### config.mk
export PLATFORM = sky130hd
export DESIGN_NAME = piece_controller
export DESIGN_NICKNAME = d
export VERILOG_FILES = /design/src/rtl/piece_controller.sv
export SDC_FILE = /design/constraint.sdc
export NUM_CORES = 1
export LEC_CHECK = 0
export CORE_ASPECT_RATIO = 1.5
export CORE_MARGIN = 3
export CORE_UTILIZATION = 30
export CTS_BUF_LIST = sky130_fd_sc_hd__clkbuf_4 sky130_fd_sc_hd__clkbuf_8
export CTS_CLUSTER_DIAMETER = 50
export DETAILED_ROUTE_END_ITERATION = 8
export GPL_ROUTABILITY_DRIVEN = 1
export MAX_ROUTING_LAYER = met4
export REMOVE_ABC_BUFFERS = 1
export SKIP_LAST_GASP = 1
export SLEW_MARGIN = 20
export SYNTH_ARGS = -nofsm -noshare
export SYNTH_HDL_FRONTEND = slang
export SYNTH_SLANG_ARGS = --single-unit
export TNS_END_PERCENT = 10
### constraint.sdc
create_clock -name clk -period 20.9 [get_ports clk]
set_clock_uncertainty 0.05 [all_clocks]
set_input_delay 2.09 -clock clk [delete_from_list [all_inputs] [get_ports clk]]
set_output_delay 2.09 -clock clk [all_outputs]
set_load 0.005 [all_outputs]
### src/rtl/piece_controller.sv
// piece_controller: active falling piece FSM and lock-interface initiator for the board block
// Ports:
//   clk, reset (async, active-low)
//   start, piece_type[2:0], drop_tick, move_left, move_right, rotate  - control pulses
//   occupancy[row][col] (16x16 grid, cols 0/11 walls), game_over      - board feedback
//   lock_out, piece_map_out[15:0], piece_x_out[3:0], piece_y_out[3:0] - lock request
//   active                                                             - display overlay valid
module piece_controller #(
  parameter int SPAWN_X = 4,
  parameter int SPAWN_Y = 0
) (
  input  logic              clk,
  input  logic              reset,
  input  logic              start,
  input  logic [2:0]        piece_type,
  input  logic              drop_tick,
  input  logic              move_left,
  input  logic              move_right,
  input  logic              rotate,
  input  logic [15:0][15:0] occupancy,
  input  logic              game_over,
  output logic              lock_out,
  output logic [15:0]       piece_map_out,
  output logic [3:0]        piece_x_out,
  output logic [3:0]        piece_y_out,
  output logic              active
);
  typedef enum logic [2:0] {IDLE, SPAWN, FALL, LOCK, SETTLE, OVER} state_t;
  state_t state;
  logic [2:0] kind;
  logic [15:0] spawn_map, rot_map;
  logic [4:0] x5, y5;
  logic hit_spawn, hit_down, hit_rot, hit_left, hit_right;
  // Positions are widened so x-1 below column 0 becomes a large value and reads as off-board.
  function automatic logic hit(input logic [15:0] m, input logic [4:0] px, input logic [4:0] py,
                               input logic [15:0][15:0] occ);
    logic h;
    logic [5:0] c, r;
    h = 1'b0;
    for (int dy = 0; dy < 4; dy++)
      for (int dx = 0; dx < 4; dx++) begin
        c = {1'b0, px} + 6'(dx);
        r = {1'b0, py} + 6'(dy);
        if (m[15-(dy*4+dx)] && (c < 6'd1 || c > 6'd10 || r > 6'd15 || occ[r[3:0]][c[3:0]]))
          h = 1'b1;
      end
    return h;
  endfunction
  // Clockwise: new[dy][dx] = old[3-dx][dy].
  function automatic logic [15:0] rot(input logic [15:0] m);
    logic [15:0] n;
    for (int dy = 0; dy < 4; dy++)
      for (int dx = 0; dx < 4; dx++)
        n[15-(dy*4+dx)] = m[15-((3-dx)*4+dy)];
    return n;
  endfunction
  assign spawn_map = piece_type == 3'd1 ? 16'h6600 :
                     piece_type == 3'd2 ? 16'h4E00 :
                     piece_type == 3'd3 ? 16'h6C00 :
                     piece_type == 3'd4 ? 16'hC600 :
                     piece_type == 3'd5 ? 16'h8E00 :
                     piece_type == 3'd6 ? 16'h2E00 : 16'h0F00;
  assign x5        = {1'b0, piece_x_out};
  assign y5        = {1'b0, piece_y_out};
  assign rot_map   = kind == 3'd1 ? piece_map_out : rot(piece_map_out);
  assign hit_spawn = hit(spawn_map, 5'(SPAWN_X), 5'(SPAWN_Y), occupancy);
  assign hit_down  = hit(piece_map_out, x5, y5 + 5'd1, occupancy);
  assign hit_rot   = hit(rot_map, x5, y5, occupancy);
  assign hit_left  = hit(piece_map_out, x5 - 5'd1, y5, occupancy);
  assign hit_right = hit(piece_map_out, x5 + 5'd1, y5, occupancy);
  always_ff @(posedge clk or negedge reset) begin
    if (!reset) begin
      state         <= IDLE;
      kind          <= 3'd0;
      lock_out      <= 1'b0;
      piece_map_out <= 16'h0;
      piece_x_out   <= 4'd0;
      piece_y_out   <= 4'd0;
      active        <= 1'b0;
    end else begin
      case (state)
        IDLE: if (start) state <= SPAWN;
        SPAWN: begin
          piece_map_out <= spawn_map;
          piece_x_out   <= 4'(SPAWN_X);
          piece_y_out   <= 4'(SPAWN_Y);
          kind          <= piece_type;
          active        <= 1'b1;
          lock_out      <= hit_spawn;
          state         <= hit_spawn ? LOCK : FALL;
        end
        FALL: begin
          if (drop_tick) begin
            if (hit_down) begin
              lock_out <= 1'b1;
              state    <= LOCK;
            end else piece_y_out <= piece_y_out + 4'd1;
          end else if (rotate) begin
            if (!hit_rot) piece_map_out <= rot_map;
          end else if (move_left) begin
            if (!hit_left) piece_x_out <= piece_x_out - 4'd1;
          end else if (move_right) begin
            if (!hit_right) piece_x_out <= piece_x_out + 4'd1;
          end
        end
        LOCK: begin
          lock_out <= 1'b0;
          active   <= 1'b0;
          state    <= SETTLE;
        end
        SETTLE: state <= game_over ? OVER : SPAWN;
        default: state <= state;
      endcase
    end
  end
endmodule
# == After elaboration in Yosys (flattened, before gate mapping) ==
# Index checks and enable logic that the tools add are counted.
# totals
inputBits,267
elab_cells,587
out_inout_bits,26
ff_bits,32
# classes
addsub,21
n_eq_ne,22
n_lt_le_gt_ge,52
n_reduce_logical,230
muxes,255
# ops
cell,n
$bmux W16 S4,8
$mux W16,17
$bmux W1 S4,64
$mux W1,147
$logic_or A1 B1 Y1,140
$lt A4 B5 Y1 const B,20
$logic_and A1 B1 Y1,80
$gt A6 B4 Y1 const B,9
$gt A5 B4 Y1 const B,9
$add A5 B2 Y6 const B,6
$lt A6 B1 Y1 const B,6
$mux W4,8
$pmux W16 S2,1
$lt A5 B1 Y1 const B,5
$add A4 B1 Y5 const B,4
$add A4 B2 Y5 const B,4
$add A5 B1 Y6 const B,3
$ne A2 B2 Y1 const B,8
$pmux W4 S2,2
$pmux W3 S5,1
$mux W14,1
$eq A3 B2 Y1 const B,4
$eq A3 B3 Y1 const B,4
$mux W3,4
16 further kinds,25

# == Longest topological paths before layout ==
# depth
ltp_word,28
ltp_mapped,28
depth_no_buf,17

# == Worst setup path after synthesis ==
# OpenSTA, ideal clock, no wires.
# synth_path
path_type,register -> register
start,register piece_x_out[0]
end,register piece_y_out[2]
path_slack_ps,13061
period_less_slack_ps,7839
stages_incl_launch_ff,28
t_arrival_ps,7662
setup_ps,127
path_buffers,11
t_required_ps,20723
path_cell_list,dfrtp_1 buf_2 clkinv_1 buf_1 buf_2 buf_2 buf_1 clkbuf_1 ha_1 inv_1 buf_1 clkbuf_1 clkbuf_1 buf_1 ha_1 nor3b_1 a211o_1 a311oi_1 inv_1 nor2_1 o221ai_1 or4_1 a32o_1 nor4_1 o2111ai_1 or2_0 buf_2 mux2_1
# synth_via
elab_chain_len,23
elab_cells_between_ends,113
classes_between,add/sub (3); order compare (8); eq/ne (1); mux (48); reduce/logical (53)
# synth_rtl
item,line_no,rtl
"start, declared",24,"output logic [3:0] piece_x_out,"
"start signal, assigned",85,piece_x_out <= 4'(SPAWN_X);
"start signal, assigned",101,if (!hit_left) piece_x_out <= piece_x_out - 4'd1;
"start signal, assigned",103,if (!hit_right) piece_x_out <= piece_x_out + 4'd1;
$add A4 B1 Y5 (tied with other cells),42,"c = {1'b0, px} + 6'(dx);"
$lt A5 B1 Y1 (tied with other cells),44,if (m[15-(dy*4+dx)] && (c < 6'd1 || c > 6'd10 || r > 6'd15 || occ[r[3:0]][c[3:0]]))
$logic_or A1 B1 Y1 (2 in series),44,
$logic_or A1 B1 Y1 / $logic_and A1 B1 Y1 (equally long branches),44,
$logic_and A1 B1 Y1 / $mux W1 (equally long branches),44,
$mux W1 (14 in series),44,
$mux W1 (*),44,
$ne A2 B2 Y1 (no source line) (*),--,
$reduce_and A3 Y1 (no source line) (*),--,
"end signal, assigned",86,piece_y_out <= 4'(SPAWN_Y);
"end signal, assigned",97,end else piece_y_out <= piece_y_out + 4'd1;
"end, declared",25,"output logic [3:0] piece_y_out,"
# Mark *: on every way between the ends. The rest lies on a longest branch, timed or not. The select of a mux whose other input is x is not followed.
# A chain may end at the register's enable or synchronous reset.

# == Worst setup path in the final report ==
# layout_path
start,register piece_y_out[0]
end,register piece_y_out[2]
# layout_via
elab_chain_len,25
elab_cells_between_ends,118
classes_between,add/sub (5); order compare (4); eq/ne (1); mux (59); reduce/logical (49)
# layout_rtl
item
"parallel branches: the longest is 25 deep, another holds $add A5 B1 Y6"
# Parallel ways; which one is timed is not known. The select of a mux whose other input is x is not followed.

==> metrics.md <==
| Metric | Value |
|---|---|
| Leading area contributor after synthesis | `mux4_2` |
| R2R Path Start | `piece_y_out[0]$_DFFE_PN0P_` |
| CP required | `21,020 ps` |
| Pre-Repair DR Iteration Count | `8` |
| Critical-path top delay cell | `dfrtp_4` |
| Most frequent cell after synthesis | `mux4_2` |
| Largest family of logic cells by synthesized area | `multiplexers` |
| Multi-input gate area | `19,900 µm²` |
| Clock Path Buffers | `2` |
| Crit share post-route | `0.399` |
| Row cnt | `121` |
| Clk sinks | `32` |
| Die X | `227 µm` |
| Simple-gate share of the synthesized area | `0.130` |
| FF/Latch Area | `816 µm²` |
| Tmin final | `8350 ps` |
| Vias in the first global route | `23,500` |
| Compound-Gate Fraction of Synth Area | `0.164` |
| Post-synth EDFFs | `0` |
| WHS Path Cells | `2` |
| Top_reg_cell synth | `dfrtp_1` |
| Die Footprint | `76,700 µm²` |
| Core box area | `72,700 µm²` |
| Post-synthesis async set-or-reset flop share | `1.00` |
| I/O Pins | `293` |
| Share of the synthesized area in the top cell type | `0.387` |
| Filler cells | `7,334` |
| Top cell family by delay on the critical path | `buffers and inverters` |
| Reg-to-reg slack, setup | `12,550 ps` |
| WL final | `129 mm` |
| Via count of the routed design | `23,600` |
| Post-synthesis xor/xnor area fraction | `0.0196` |
| Worst slew pin tran | `1110 ps` |
| Slew headroom | `0.256` |
| CTS root buffer | `clkbuf_8` |
| Synth Register Bits | `32` |
| CP most frequent cell | `mux2i_1` |
| FMAX | `0.120 GHz` |
| Most instantiated cells after synthesis | `378 x mux4_2, 214 x mux2i_1, 209 x nand2_1, 139 x nor2_1, 95 x mux2_2` |
| Initial Utilization | `0.303` |
| Crit-path cells | `inv_1, buf_4, ha_4, buf_12, clkinv_1, buf_4, ha_1, mux2i_1, mux2i_1, xor2_4, buf_16, mux4_2, mux2i_1, and2_1, o21a_1, a211oi_1, o41ai_1, o2111ai_1, or2_0, mux2_1` |
| Pwr Density | `157 nW/µm²` |
| Crit Path Class | `reg -> reg` |
| Gr ovfl total | `0` |
| Nets@finish | `2,656` |
| DIE HEIGHT | `338 µm` |
| GP Congestion | `1.05` |
| Worst-skew pair later-pin latency | `280 ps` |
| Post-detailed-route count of antenna-violating nets | `0` |
| Synth area leaders | `mux4_2 39%, mux2i_1 9.7%, mux2_2 4.9%` |
| Worst path bufs/invs | `6` |
| Worst hold path type | `reg -> reg` |
| Layout area overhead | `17.2%` |
| Distinct cells, synth | `105` |
| Non-filler cells, final | `3,282` |
| Number of setup violations in the final report | `0` |
| Hold Slack | `435 ps` |
| Unrepaired setup endpoints after global routing | `false` |
| Cts repair resizes | `0` |
| Critical path capture point type | `flip-flop` |
| DRC Markers | `0` |
| Syn. warnings | `0` |
| Share of cells above drive strength 1 | `0.274` |
| Crit start category | `flip-flop` |
| DR WL/cell | `39.3 µm` |
| Lkg Pwr | `0.00831 µW` |
| Syn Inst Count | `2,192` |
| Largest net degree at the start of global routing | `153` |
| Post-synthesis adder-cell area fraction | `0.0185` |
| Sequential fraction of the synthesis area | `0.0364` |
| Slew Viols, Final | `0` |
| # Max-Cap Violations | `0` |
| Critical R2R Capture | `piece_y_out[2]$_DFFE_PN0P_` |
| CP peak stage delay | `870 ps` |
| Final Hold Vio Count | `0` |
| First-pass GRT wire length | `180 mm` |
| DR iter-0 viols | `2,744` |
| Tot GR Track Use | `0.336` |
| Status | `completed` |
| Multiplexer share of the synthesized area | `0.563` |
| Initial antenna violation count | `1` |
| Hold buffers post-CTS | `0` |
| HPWL after DPL | `101 mm` |
| Buffers on Ports | `292` |
| TritonCTS buffer count | `5` |
| Hold path start | `kind[0]$_DFFE_PN0P_` |
| Max H-tree Level | `2` |
| Setup bufs post-CTS | `0` |
| FF-to-FF path depth | `20` |
| Via/cell ratio | `7.18` |
| Hold Path Sink | `kind[0]$_DFFE_PN0P_` |
| Clk slew on worst S/H paths | `70 ps` |
| Syn avg cell area | `10.0 µm²` |
| Post-Place Cells | `3,272` |
| Netlist Area Pre-Place | `22,000 µm²` |
| Peak supply drop | `0.000127 V` |
| Crit Path Max Fanout | `110` |
| CTS tree | `done` |
| Crit path DAT | `8460 ps` |
[report_power, final]
part / internal [µW] / switching (µW) / leakage, µW
clock network: 35.3 / 23.7 / 0.0000542
registers: 80.1 / 47.1 / 0.000395
logic: 1440 / 2410 / 0.00786
[state kept, by name (all words and copies together), names as in the netlist]
register and cells:
active 1, kind 3, lock_out 1, piece_map_out 16
piece_x_out 4, piece_y_out 4, state 3
[worst register-to-register path, delay by kind of cell (launching register included)]
kind	cells	cell delay, ps
buffers and inverters	6	2110
muxes	5	1690
AOI/OAI and AO/OA	4	1350
adders and majority gates	2	950
DFF	1	870
and+or+nand+nor	2	620
xor gates and xnor gates	1	590
[layout make-up]
type / count / area share
diodes: 2 / 0.000194
flip-flops and latches: 32 / 0.0316
inverters: 50 / 0.00728
well taps: 922 / 0.0447
clock buffers: 5 / 0.00267
clock inverters: 3 / 0.00165
multi-input cells: 1887 / 0.770
repair buffers: 381 / 0.141
[logic make-up after synthesis]
kind of cell             count (synthesis)
multiplexers                           714
buffers and inverters                  273
AO/OA/AOI/OAI                          505
adder cells (fa/ha/maj)                 32
flip-flops                              32
AND/OR/NAND/NOR                        593
XOR/XNOR                                43
[placed cells by master, fill, tap and decap left out, types with 64 or more instances in the layout]
cell and instances:
mux2_2 95, o22ai_1 74, nor2_1 137, buf_4 84, nand2_1 209, a21oi_1 64, o21ai_0 79, mux4_2 378
mux2i_1 214, clkdlybuf4s50_1 291
[layer usage]
| metal | vias up | GRT usage | share of wire |
|---|---|---|---|
| li1 | 9427 | - | - |
| met1 | 12000 | 0.383 | 0.35 |
| met2 | 1681 | 0.565 | 0.49 |
| met3 | 473 | 0.0421 | 0.077 |
| met4 | 0 | 0.203 | 0.081 |
| met5 | - | - | 0 |
[stage by stage]
step           total power, µW  worst slack [ps]  TNS (ps)  area [µm²]   util
2_1_floorplan             2540             -5820   -119610       20700      -
3_3_place_gp              3870             12230         0       25600  0.353
3_5_place_dp              3860             12520         0       25700  0.353
4_1_cts                   3930             12480         0       25800  0.355
5_1_grt                   4170             12210         0       25800  0.355
6_report                  4040             12550         0       25800  0.355
[worst max path at each step]
stage          cells past startpoint                    endpoint                        from  slack, ps
2_1_floorplan                     16  piece_y_out[0]$_DFFE_PN0P_  piece_y_out[0]$_DFFE_PN0P_      -5820
3_3_place_gp                      19  piece_y_out[2]$_DFFE_PN0P_  piece_y_out[0]$_DFFE_PN0P_      12230
3_5_place_dp                      15  piece_y_out[2]$_DFFE_PN0P_  piece_y_out[0]$_DFFE_PN0P_      12520
6_report                          20  piece_y_out[2]$_DFFE_PN0P_  piece_y_out[0]$_DFFE_PN0P_      12550
4_1_cts                           20  piece_y_out[2]$_DFFE_PN0P_  piece_y_out[0]$_DFFE_PN0P_      12480
5_1_grt                           20  piece_y_out[2]$_DFFE_PN0P_  piece_y_out[0]$_DFFE_PN0P_      12210
Note: power is estimated with default switching activity, not from simulation.
